[config.mk]
export PLATFORM = sky130hd
export DESIGN_NAME = fan_line_encoder
export DESIGN_NICKNAME = d
export VERILOG_FILES = /design/src/rtl/fan_line_encoder.sv
export SDC_FILE = /design/constraint.sdc
export NUM_CORES = 1
export LEC_CHECK = 0
export ABC_AREA = 1
export ABC_CLOCK_PERIOD_IN_PS = 2400
export CAP_MARGIN = 20
export CORE_MARGIN = 3
export CORE_UTILIZATION = 38
export CTS_BUF_LIST = sky130_fd_sc_hd__clkbuf_16
export CTS_CLUSTER_SIZE = 25
export DETAILED_ROUTE_END_ITERATION = 8
export SETUP_SLACK_MARGIN = 0.3
export SYNTH_ARGS = -nofsm -noshare
export SYNTH_HDL_FRONTEND = slang
export SYNTH_SLANG_ARGS = --single-unit
[constraint.sdc]
create_clock -name clk -period 2.4 [get_ports clk]
set_clock_uncertainty 0.05 [all_clocks]
set_input_delay 0.48 -clock clk [delete_from_list [all_inputs] [get_ports clk]]
set_output_delay 0.48 -clock clk [all_outputs]
set_load 0.05 [all_outputs]
[src/rtl/fan_line_encoder.sv]
// fan_line_encoder
// Packs a serial stream of (data, row) elements into NUM_OUT-lane beats of
// {ctrl, row, data} lines for the FAN adder tree. Each line's ctrl field is
// {valid, reserved, last_of_run, first_of_run}; unused lanes are all-zero.
//
// Ports:
//   clk        clock, all state on posedge
//   rst_n      asynchronous active-low reset
//   in_valid   input element valid
//   in_ready   encoder accepts the element this cycle
//   in_data    element value
//   in_row     element row index
//   in_last    element ends the stream
//   out_valid  beat on out is valid
//   out_ready  downstream accepts the beat
//   out        beat, lane i at [i*DW_LINE +: DW_LINE]
module fan_line_encoder #(
    parameter int DW_DATA = 8,
    parameter int DW_ROW  = 4,
    parameter int DW_CTRL = 4,
    parameter int DW_LINE = DW_DATA + DW_ROW + DW_CTRL,
    parameter int NUM_OUT = 2
) (
    input  logic                       clk,
    input  logic                       rst_n,
    input  logic                       in_valid,
    output logic                       in_ready,
    input  logic [DW_DATA-1:0]         in_data,
    input  logic [DW_ROW-1:0]          in_row,
    input  logic                       in_last,
    output logic                       out_valid,
    input  logic                       out_ready,
    output logic [NUM_OUT*DW_LINE-1:0] out
);

    localparam int PW = (NUM_OUT > 1) ? $clog2(NUM_OUT) : 1;
    localparam logic [PW-1:0] PTR_LAST = PW'(NUM_OUT - 1);

    typedef enum logic [1:0] {
        EMPTY = 2'd0,
        HOLD  = 2'd1,
        FLUSH = 2'd2
    } state_t;

    state_t                     state;
    logic [DW_DATA-1:0]         h_data;
    logic [DW_ROW-1:0]          h_row;
    logic                       h_first;
    logic [PW-1:0]              ptr;
    logic [NUM_OUT*DW_LINE-1:0] beat;
    logic [NUM_OUT*DW_LINE-1:0] beat_next;
    logic                       beat_valid;
    // Low during reset and until the first edge after release, so in_ready
    // never rises while reset is asserted.
    logic                       live;

    logic out_free;
    logic accept;
    logic row_change;
    logic commit;
    logic commit_last;
    logic close;
    logic drain;

    function automatic logic [DW_LINE-1:0] make_line(
        input logic [DW_ROW-1:0]  row,
        input logic [DW_DATA-1:0] data,
        input logic               first,
        input logic               last
    );
        logic [DW_CTRL-1:0] ctrl;
        ctrl              = '0;
        ctrl[DW_CTRL-1]   = 1'b1;
        ctrl[1]           = last;
        ctrl[0]           = first;
        return {ctrl, row, data};
    endfunction

    assign out_free    = !beat_valid || out_ready;
    assign in_ready    = live && (state != FLUSH) && out_free;
    assign accept      = in_valid && in_ready;
    assign row_change  = (in_row != h_row);
    // The held element is committed when its successor arrives, or when it
    // is the stream's final element and the output beat is free.
    assign commit      = ((state == HOLD) && accept) || ((state == FLUSH) && out_free);
    assign commit_last = (state == FLUSH) || row_change;
    assign close       = commit && ((ptr == PTR_LAST) || (state == FLUSH));
    assign drain       = beat_valid && out_ready;

    // While a beat is valid ptr is always 0, so a commit landing together
    // with a drain goes into lane 0 of a freshly cleared beat.
    always_comb begin
        beat_next = drain ? '0 : beat;
        if (commit) begin
            beat_next[ptr*DW_LINE +: DW_LINE] = make_line(h_row, h_data, h_first, commit_last);
        end
    end

    always_ff @(posedge clk or negedge rst_n) begin
        if (!rst_n) begin
            state      <= EMPTY;
            h_data     <= '0;
            h_row      <= '0;
            h_first    <= 1'b0;
            ptr        <= '0;
            beat       <= '0;
            beat_valid <= 1'b0;
            live       <= 1'b0;
        end else begin
            live <= 1'b1;
            beat <= beat_next;

            if (close) begin
                beat_valid <= 1'b1;
            end else if (drain) begin
                beat_valid <= 1'b0;
            end

            if (commit) begin
                ptr <= close ? '0 : ptr + 1'b1;
            end

            case (state)
                EMPTY: begin
                    if (accept) begin
                        h_data  <= in_data;
                        h_row   <= in_row;
                        h_first <= 1'b1;
                        state   <= in_last ? FLUSH : HOLD;
                    end
                end
                HOLD: begin
                    if (accept) begin
                        h_data  <= in_data;
                        h_row   <= in_row;
                        h_first <= row_change;
                        state   <= in_last ? FLUSH : HOLD;
                    end
                end
                FLUSH: begin
                    if (out_free) begin
                        state <= EMPTY;
                    end
                end
                default: state <= EMPTY;
            endcase
        end
    end

    assign out_valid = beat_valid;
    assign out       = beat;

endmodule

; After elaboration in Yosys (flattened, before gate mapping)
; Index checks and enable logic that the tools add are counted.
; Widths: inputs -> output; s select.
[word_totals]
regBits = 50
latchBits = 0
mem_bits_rw = 0
rom_bits = 0
inputBits = 17
output_inout_bits = 34
elab_cells = 52
n_memories = 0
[classes]
n_addsub = 2
mul = 0
n_div = 0
magnitude_cmp = 0
n_eq_ne = 8
n_shift = 2
muxes = 13
n_bitwise = 0
n_reduce_logical = 19
[op_table]
columns = operator, count
row1 = $mux 32, 2
row2 = $neg 5->34, 1
row3 = $shift 16x34->32 const A, 1
row4 = $shiftx 16x34->32, 1
row5 = $bwmux 32, 1
row6 = $ne 2x2->1 const B, 4
row7 = $logic_and 1x1->1, 7
row8 = $mux 2, 3
row9 = $mux 1, 5
row10 = $logic_or 1x1->1, 4
row11 = $ne 4x4->1, 1
row12 = $pmux 2 s2, 1
row13 = $reduce_and 2->1, 2
row14 = $reduce_bool 2->1, 2
row15 = $reduce_and 3->1, 1
row16 = $eq 2x1->1 const B, 1
row17 = $eq 2x2->1 const B, 1
row18 = $logic_not 2->1, 1
row19 = $ne 2x1->1 const B, 1
row20 = $pmux 1 s2, 1
row21 = $reduce_or 2->1, 1
row22 = $add 1x1->1 const B, 1
row23 = $logic_not 1->1, 1

; Longest topological paths before layout
; Gate-level depths: netlist (run 1).
[logic_depth]
word_depth = 8
ltp_mapped = 8

; Worst setup path after synthesis (run 1)
; No wires, ideal clock.
[synth_timing]
kind = reg-to-output
from = register beat_valid, in the netlist out_valid
to = output in_ready
arrival_ns = 1.305
required_ns = 1.870
slack_ns = 0.565
path_stages_with_launch = 3
path_cell_list = dfrtp_1 nand2_1 and3_1
[synth_via]
elab_chain_len = 3
[synth_rtl]
columns = item, line
row1 = "start, declared", 52  ; logic beat_valid;
row2 = "start signal, assigned", 107  ; beat_valid <= 1'b0;
row3 = "start signal, assigned", 114  ; beat_valid <= 1'b1;
row4 = "start signal, assigned", 116  ; beat_valid <= 1'b0;
row5 = $logic_not 1->1, 79  ; assign out_free = !beat_valid || out_ready;
row6 = $logic_or 1x1->1, 79
row7 = $logic_and 1x1->1, 80  ; assign in_ready = live && (state != FLUSH) && out_free;
row8 = "end, declared", 27  ; output logic in_ready,
; No other way between the ends.

; Worst setup path in the final report (run 1)
[layout_timing]
from = input out_ready
to = output in_ready
[layout_via]
elab_chain_len = 2
[layout_rtl]
columns = item, line
row1 = "start, declared", 32  ; input logic out_ready,
row2 = $logic_or 1x1->1, 79
row3 = $logic_and 1x1->1, 80
; No other way between the ends.

==> results of run 1 <==
-- placed cells by master (no fill, tap or decap) --
master	n
a21oi_1	3
a21oi_2	1
and3_4	1
buf_12	2
buf_2	1
buf_4	5
clkbuf_16	5
clkdlybuf4s50_1	48
clkinv_1	4
conb_1	1
dfrtp_1	50
inv_1	49
inv_2	1
nand2_1	89
nand2_2	4
nand3_1	33
nand4_2	2
nor2_1	32
o21ai_0	8
o21ai_1	5
o22ai_1	1
xor2_1	1
-- worst paths after layout --
kind	endpoint	slack (ns)	depth (start not counted)
min in group clk	out[15]	0.44	2
hold reg to reg	out[15]	0.44	2
max in group asynchronous	out[2]	1.67	2
setup reg to reg	out[25]	0.85	6
hold / removal	out[15]	0.09	1
setup / recovery	in_ready	0.37	5
-- metal layers --
| metal | up-vias | share of wire (%) | track usage, % |
|---|---|---|---|
| met5 | - | 0 | 0 |
| met4 | 0 | 1.6 | 5.70 |
| met3 | 6 | 4.5 | 3.26 |
| met2 | 39 | 45 | 23.5 |
| met1 | 821 | 49 | 22.1 |
| li1 | 991 | - | - |
-- area by class of cell --
| class | count | area (um2) |
|---|---|---|
| tap | 72 | 90.1 |
| inverter | 51 | 191 |
| sequential | 50 | 1250 |
| multi-input combinational | 181 | 788 |
| clock buffer | 5 | 125 |
| fill | 584 | 2660 |
| clock inverter | 3 | 11.3 |
| timing repair buffer | 56 | 563 |
-- through the flow --
stage,power [uW],std cells,setup slack (ns),utilization [%]
after floorplan,2820,294,0.565,-
after global placement,3520,410,0.297,50.7
after detailed placement,3550,410,0.250,50.7
after CTS,4220,418,0.317,53.2
after global routing,4450,418,0.331,53.2
final,4180,418,0.366,53.2
-- sequential cells by signal, summed over array words and instances, names as in the netlist --
| signal | flops |
|---|---|
| state | 2 |
| out | 32 |
| h_data | 8 |
| out_valid | 1 |
| ptr | 1 |
| live | 1 |
| h_row | 4 |
| h_first | 1 |
-- logic make-up after synthesis --
family	synth area share [%]
simple gates	29.3
buf+inv	11.5
flops	54.5
compound gates	4.14
xor+xnor	0.382
other cells	0.163
-- power groups by stage --
stage,combinational [uW],clock [uW],sequential [uW]
global route,2330,709,1410
finish,2150,663,1370
floorplan,626,0,2200
CTS,2170,677,1370
global placement,2140,0,1370
detailed placement,2160,0,1390
-- what timing repair did --
action                     CTS  global route
gates cloned                 0             0
resized for setup            1             1
setup endpoints to repair    1             1
==> flow_summary.json, run 1 <==
{
  "combPwrFrac_pct": 51.4,
  "required_ns": 1.87,
  "overflow": 0,
  "core_region_area_um2": 5680,
  "hold_path.class": "in -> async",
  "slowest_stage": "clkdlybuf4s50_1",
  "p_switching_uw": 1950,
  "slew_headroom_pct": 66.4,
  "wirelength_um": 4960,
  "dieArea_um2": 7010,
  "cts_buffers": 5,
  "antenna_found_initial": 0,
  "cts.reportedPaths.clkPinSlew_ns": 0.06,
  "tightest_slew_ns": 0.503,
  "critPathCaptureType": "primary output",
  "holdWs_ns": 0.0942,
  "cts_sinks": 50,
  "dpl-instance-area_um2": 2880,
  "p_leak_uw": 0.00155,
  "layout_min_cycle_time_ns": 2.03,
  "start_util_pct": 40.5,
  "die_y_um": 83.7,
  "ys_types": 22,
  "slew_violations": 0,
  "fin_crit_sh_pct": 84.8,
  "crit_type": "in -> out",
  "area_delta_synth_final_pct": 31.6,
  "cellPowerDensity_nw_per_um2": 1380,
  "die_w_um": 83.7,
  "cts_max_path_buffers": 2,
  "cp-startpoint": "out_ready",
  "synth_common_cells": "nand2_1 (90), dfrtp_1 (50), inv_1 (49)",
  "vias": 1857,
  "synth_nets": 311,
  "drcViolationCount": 0,
  "ios": 51,
  "port_buffers": 50,
  "ys_ff_latch": 50,
  "routabilityCongestion": 0.748,
  "hold_buffers": 0,
  "p_seq_share_pct": 32.7,
  "vdd_ir_drop_max_mv": 0.698,
  "crit_family": "buffers and inverters",
  "dp_hpwl_um": 3550,
  "yosysTopAreaCellShare_pct": 54.5,
  "avgSynthCellArea_um2": 7.81,
  "clockPowerShare_pct": 15.8,
  "worstPathMaxFanout": 6,
  "diodes": 0,
  "max_freq_ghz": 0.492,
  "drt_first_iter_violations": 146,
  "rsz0062_at_grt": "no",
  "grt_pass1_wl_um": 8880,
  "final_antenna_net_count": 0,
  "max_stage_delay_ns": 0.49,
  "r2r-start": "state[1]",
  "ys_top_cells_by_area": "dfrtp_1 (54%), nand2_1 (15%), inv_1 (8.0%)",
  "worst_ep_arrival_time_ns": 1.50,
  "worstSkewPairLatency_ns": 0.28,
  "finish.net_count": 362,
  "setup_viol": 0,
  "postSynthCellCount": 294,
  "rows": 27,
  "synth_flop_cell": "dfrtp_1",
  "power_switching_share_pct": 46.6,
  "cts_root_buffer": "clkbuf_16",
  "synth-seq-area-share_pct": 54.5,
  "netlist_area_um2": 2300,
  "cts_setup_buffers": 0,
  "worst-path-buf-inv": 3,
  "yosys_warnings": 0,
  "grt_pass1_vias": 1846,
  "synthDominantAreaCellType": "dfrtp_1",
  "final_area_um2": 3020,
  "wire_per_inst_um": 11.9,
  "cts_max_level": 2,
  "dr.pass1.iters": 4,
  "status": "complete, no violations",
  "final_hold_viol_count": 0,
  "worstPathCellList": "clkdlybuf4s50_1 > inv_1 > nand2_2 > and3_4 > buf_12",
  "vias_per_cell": 4.44,
  "grt_max_degree": 32,
  "start_kind": "input pin",
  "cap_violations": 0,
  "synth-edff-count": 0,
  "grt_util_all_layers_pct": 15.6,
  "cts_tree": "built",
  "power.internal_uw": 2230,
  "fin_tns_setup_ns": 0,
  "drive_gt1_share_pct": 6.36,
  "async_flop_share_pct": 100,
  "yosysMostFrequentCell": "nand2_1"
}
No activity file was read; power rests on OpenSTA's default activity.
==> run 2, diff against run 1 <==
ABC_CLOCK_PERIOD_IN_PS = 1900   (was 2400)
clock period = 1.9 ns   (was 2.4 ns; I/O delays follow)
==> run 2 against run 1 <==
Against the previous run: clock power up 24%; largest power group unchanged; combinational power is 24% higher; register-to-register slack got worse by 0.44 ns; count of clock-buffer cells in the layout stayed put; routed wire length rose by 6.0%; via count is 2.3% higher; critical path type is now reg -> out; final cell count grew 1.9%; cell area rose by 0.12%.
==> flow_summary.json, run 2 (synthesis gave the netlist of run 1 again) <==
{
  "core_region_area_um2": 5680,
  "wl_met3_um": 191,
  "regToRegSetupSlack_ns": 0.41,
  "ios": 51,
  "max_stage_delay_ns": 0.44,
  "grt_util_all_layers_pct": 16.0,
  "grt_max_degree": 26,
  "required_ns": 1.47,
  "wire_per_inst_um": 12.3,
  "status": "complete, no violations",
  "worstSkewPairLatency_ns": 0.28,
  "largest_reg_flops": 32,
  "fin_crit_sh_pct": 81.9,
  "crit_type": "reg -> out",
  "clockPowerShare_pct": 15.6,
  "drive_gt1_share_pct": 19.2,
  "max_freq_ghz": 0.643,
  "vias": 1899,
  "hold_path.class": "reg -> reg",
  "routed.top_layer": "met4",
  "p_leak_uw": 0.00165,
  "setup_viol": 0,
  "die_w_um": 83.7,
  "slew_violations": 0,
  "worstPathCellList": "nand2_2 > and3_4 > buf_12",
  "critPathCaptureType": "primary output",
  "rows": 27,
  "drt_first_iter_violations": 88,
  "cts_tree": "built",
  "final_hold_viol_count": 0,
  "start_util_pct": 40.5,
  "power_switching_share_pct": 47.6,
  "grt_pass1_vias": 1860,
  "cts_max_level": 2,
  "die_y_um": 83.7,
  "wl_met2_um": 2470,
  "worst_ep_arrival_time_ns": 1.13,
  "mostFrequentLayoutCells": "nand2_1 (88), inv_1 (48), dfrtp_1 (48)",
  "port_buffers": 50,
  "worst-path-buf-inv": 1,
  "cap_violations": 0,
  "dieArea_um2": 7010,
  "combPwrFrac_pct": 50.9,
  "start_kind": "register",
  "rsz0062_at_grt": "yes",
  "cts_buffers": 5,
  "p_seq_share_pct": 33.5,
  "power.internal_uw": 2740,
  "holdWs_ns": 0.432,
  "diodes": 0,
  "drcViolationCount": 0,
  "antenna_found_initial": 0,
  "layout_min_cycle_time_ns": 1.56,
  "vias_per_cell": 4.46,
  "vdd_ir_drop_max_mv": 0.805,
  "routabilityCongestion": 0.787,
  "cellPowerDensity_nw_per_um2": 1730,
  "dr.pass1.iters": 4,
  "overflow": 0,
  "slowest_stage": "dfrtp_2",
  "worstPathMaxFanout": 5,
  "fin_tns_setup_ns": 0,
  "cts_root_buffer": "clkbuf_16",
  "grt_pass1_wl_um": 8940,
  "crit_family": "flip-flops",
  "wl_met1_um": 2510,
  "p_switching_uw": 2490,
  "cts_sinks": 50,
  "wirelength_um": 5260,
  "dp_hpwl_um": 3780,
  "final_common_cell": "nand2_1",
  "cts.reportedPaths.clkPinSlew_ns": 0.06,
  "final_antenna_net_count": 0,
  "finish.net_count": 372,
  "cts_max_path_buffers": 2,
  "area_delta_synth_final_pct": 31.7
}
run 2: area by class of cell:
cell class                 instances  area (um2)
fill                             572        2650
sequential                        50        1250
multi-input combinational        181         791
timing repair buffer              66         569
inverter                          51         191
clock buffer                       5         125
tap                               72        90.1
clock inverter                     1        3.75
run 2: final timing paths:
kind,endpoint,startpoint,cells past startpoint
min in group asynchronous,state[0],rst_n,2
min,out[15],out[15],2
max in group asynchronous,out[22],rst_n,3
min reg2reg,out[15],out[15],2
max reg2reg,out[0],out_valid,7
max,in_ready,state[1],3
run 2: per-layer routing:
metal	track usage, %	vias up
li1	-	999
met1	20.6	859
met2	26.4	36
met3	3.46	5
met4	5.70	0
met5	0	-
run 2: power groups by stage:
stage,Combinational [uW],Clock (uW),Sequential [uW]
2_1_floorplan,791,0,2780
3_3_place_gp,2640,0,1760
6_report,2660,819,1750
4_1_cts,2680,835,1760
5_1_grt,2870,883,1810
3_5_place_dp,2660,0,1770
run 2: timing repair:
item                                   4_1_cts  5_1_grt
gates resized for setup                      5        1
buffers inserted                             2        0
pin swaps                                    2        0
setup endpoints to repair                   29       12
endpoints found under the hold margin       13        0
hold buffers                                 1        0
run 2: tightest hold or removal path, delay by kind of cell, from the launching register on:
family	cells	cell delay [ns]
DFF	1	0.34
and+or+nand+nor	2	0.10
run 2: per-stage QoR:
stage / total power (uW) / area, um2 / instances / util (%) / setup slack [ns]
finish: 5230 / 3020 / 426 / 53.3 / 0.344
global route: 5570 / 3020 / 426 / 53.3 / 0.272
detailed placement: 4430 / 2860 / 417 / 50.4 / -0.0971
global placement: 4400 / 2860 / 417 / 50.4 / -0.0330
CTS: 5280 / 3020 / 426 / 53.3 / 0.332
floorplan: 3570 / 2300 / 294 / - / 0.391
==> run 3, diff against run 2 <==
ABC_CLOCK_PERIOD_IN_PS = 1350   (was 1900)
PLACE_DENSITY = 0.65   (was default)
clock period = 1.35 ns   (was 1.9 ns; I/O delays follow)
==> run 3 against run 2 <==
Against the previous run: clock power up 44%; hold slack improved by 0.021 ns; combinational power is 110% higher; the flow now finishes with violations (setup timing); critical endpoint unchanged; non-clock buffer count rose by 20; global-route usage decreased by 0.052 points; via count grew 11%; register-to-register slack got worse by 0.52 ns; first-iteration DRC count rose by 130%; sequential cell count unchanged.
==> flow_summary.json, run 3 (synthesis gave the netlist of run 1 again) <==
{
  "critPathCaptureType": "primary output",
  "overflow": 0,
  "largest_reg_flops": 32,
  "multi_input_area_um2": 1030,
  "cp-startpoint": "state[0]",
  "vias_per_cell": 4.70,
  "rows": 27,
  "die_y_um": 83.7,
  "port_buffers": 50,
  "worst_ep_arrival_time_ns": 1.14,
  "cts_sinks": 50,
  "diodes": 0,
  "area_delta_synth_final_pct": 71.6,
  "place_ws_ns": -0.310,
  "die_w_um": 83.7,
  "cts_tree": "built",
  "wire_per_inst_um": 13.2,
  "cts_root_buffer": "clkbuf_16",
  "drt_first_iter_violations": 200,
  "cts_max_path_buffers": 2,
  "violations": "setup timing",
  "cts_max_level": 2,
  "setup_viol": 45,
  "worstPathCellList": "inv_2 > nand2_2 > and3_4 > buf_12",
  "fillers": 422,
  "slowest_stage": "dfrtp_1",
  "drcViolationCount": 0,
  "required_ns": 1.03,
  "start_util_pct": 40.5,
  "setup_slack_ns": -0.107,
  "core_region_area_um2": 5680,
  "p_leak_uw": 0.00198,
  "seqCellArea_um2": 1250,
  "grt_util_all_layers_pct": 15.9,
  "placed_cells": 421,
  "vdd_ir_drop_max_mv": 1.51,
  "grt_max_degree": 51,
  "worstSkewPairLatency_ns": 0.29,
  "dr.pass1.iters": 5,
  "cap_violations": 0,
  "grt_pass1_wl_um": 9140,
  "finish.net_count": 393,
  "max_freq_ghz": 0.686,
  "crit_type": "reg -> out",
  "fin_tns_setup_ns": -3.20,
  "final_antenna_net_count": 0,
  "ios": 51,
  "grt_pass1_vias": 1887,
  "hold_path.class": "in -> async",
  "final_hold_viol_count": 0,
  "p_switching_uw": 4060,
  "final_common_cell": "nand2_1",
  "fin_crit_sh_pct": 108,
  "max_stage_delay_ns": 0.37,
  "finalCoreUtilization_pct": 69.4,
  "layout_min_cycle_time_ns": 1.46,
  "power_switching_share_pct": 43.2,
  "power_uw": 9400,
  "vias": 2112,
  "drive_gt1_share_pct": 32.1,
  "cts.reportedPaths.clkPinSlew_ns": 0.06,
  "combPwrFrac_pct": 58.4,
  "clockPowerShare_pct": 12.6,
  "regToRegSetupSlack_ns": -0.11,
  "dp_hpwl_um": 3660,
  "r2r-start": "state[1]",
  "mostFrequentLayoutCells": "nand2_1 (77), dfrtp_1 (48), inv_1 (47)",
  "antenna_found_initial": 0,
  "rsz0062_at_grt": "yes",
  "p_seq_share_pct": 29.0,
  "slew_violations": 0,
  "fin_cells": 449,
  "cellPowerDensity_nw_per_um2": 2390,
  "dieArea_um2": 7010,
  "routabilityCongestion": 0.771,
  "cts_buffers": 5,
  "status": "finished, violations left",
  "start_kind": "register",
  "wirelength_um": 5950,
  "worstPathMaxFanout": 4,
  "power.internal_uw": 5330
}
==> run 3: repair_timing <==
item,4_1_cts,5_1_grt
hold buffers,1,0
buffers inserted,7,7
setup endpoints to repair,83,83
gates cloned,1,4
endpoints found under the hold margin,50,0
resized for setup,9,53
pin swaps,4,6
==> run 3: metal layers <==
layer / up-vias / track usage [%] / routed length, um
li1: 1054 / - / -
met1: 989 / 21.9 / 2560
met2: 62 / 25.5 / 3030
met3: 7 / 3.06 / 270
met4: 0 / 4.68 / 81
met5: - / 0 / 0
==> run 3: cell type report <==
| class | instances | area share [%] |
|---|---|---|
| Clock buffer | 5 | 3.18 |
| Clock inverter | 3 | 0.318 |
| Inverter | 51 | 4.92 |
| Multi-Input combinational cell | 182 | 26.2 |
| Sequential cell | 50 | 31.8 |
| Tap cell | 72 | 2.29 |
| Timing Repair Buffer | 86 | 31.3 |
==> run 3: power by group through the flow <==
stage | clock (uW) | combinational (uW) | sequential [uW]
2_1_floorplan | 0 | 1160 | 3910
3_3_place_gp | 0 | 4890 | 2690
3_5_place_dp | 0 | 4920 | 2710
4_1_cts | 1200 | 5120 | 2680
5_1_grt | 1260 | 5800 | 2790
6_report | 1180 | 5490 | 2730
==> run 3: per-stage QoR <==
| stage | hold WS (ns) | cell area [um2] |
|---|---|---|
| 2_1_floorplan | -0.0756 | 2350 |
| 4_1_cts | 0.469 | 3620 |
| 6_report | 0.454 | 3940 |
| 5_1_grt | 0.481 | 3940 |
| 3_3_place_gp | 0.226 | 3370 |
| 3_5_place_dp | 0.227 | 3370 |
==> run 3: worst max-delay path, delay by kind of cell, from the launching register on <==
kind / cells / cell delay [ns]
flops: 1 / 0.37
buf+inv: 2 / 0.25
simple gates: 2 / 0.23
==> run 3: path summary, 6_finish.rpt <==
kind	end	cells past startpoint
setup reg to reg	out[26]	6
hold reg to reg	out[14]	2
setup / recovery	in_ready	4
hold / removal	state[0]	3
min in group clk	h_data[3]	3
max in group asynchronous	out_valid	3
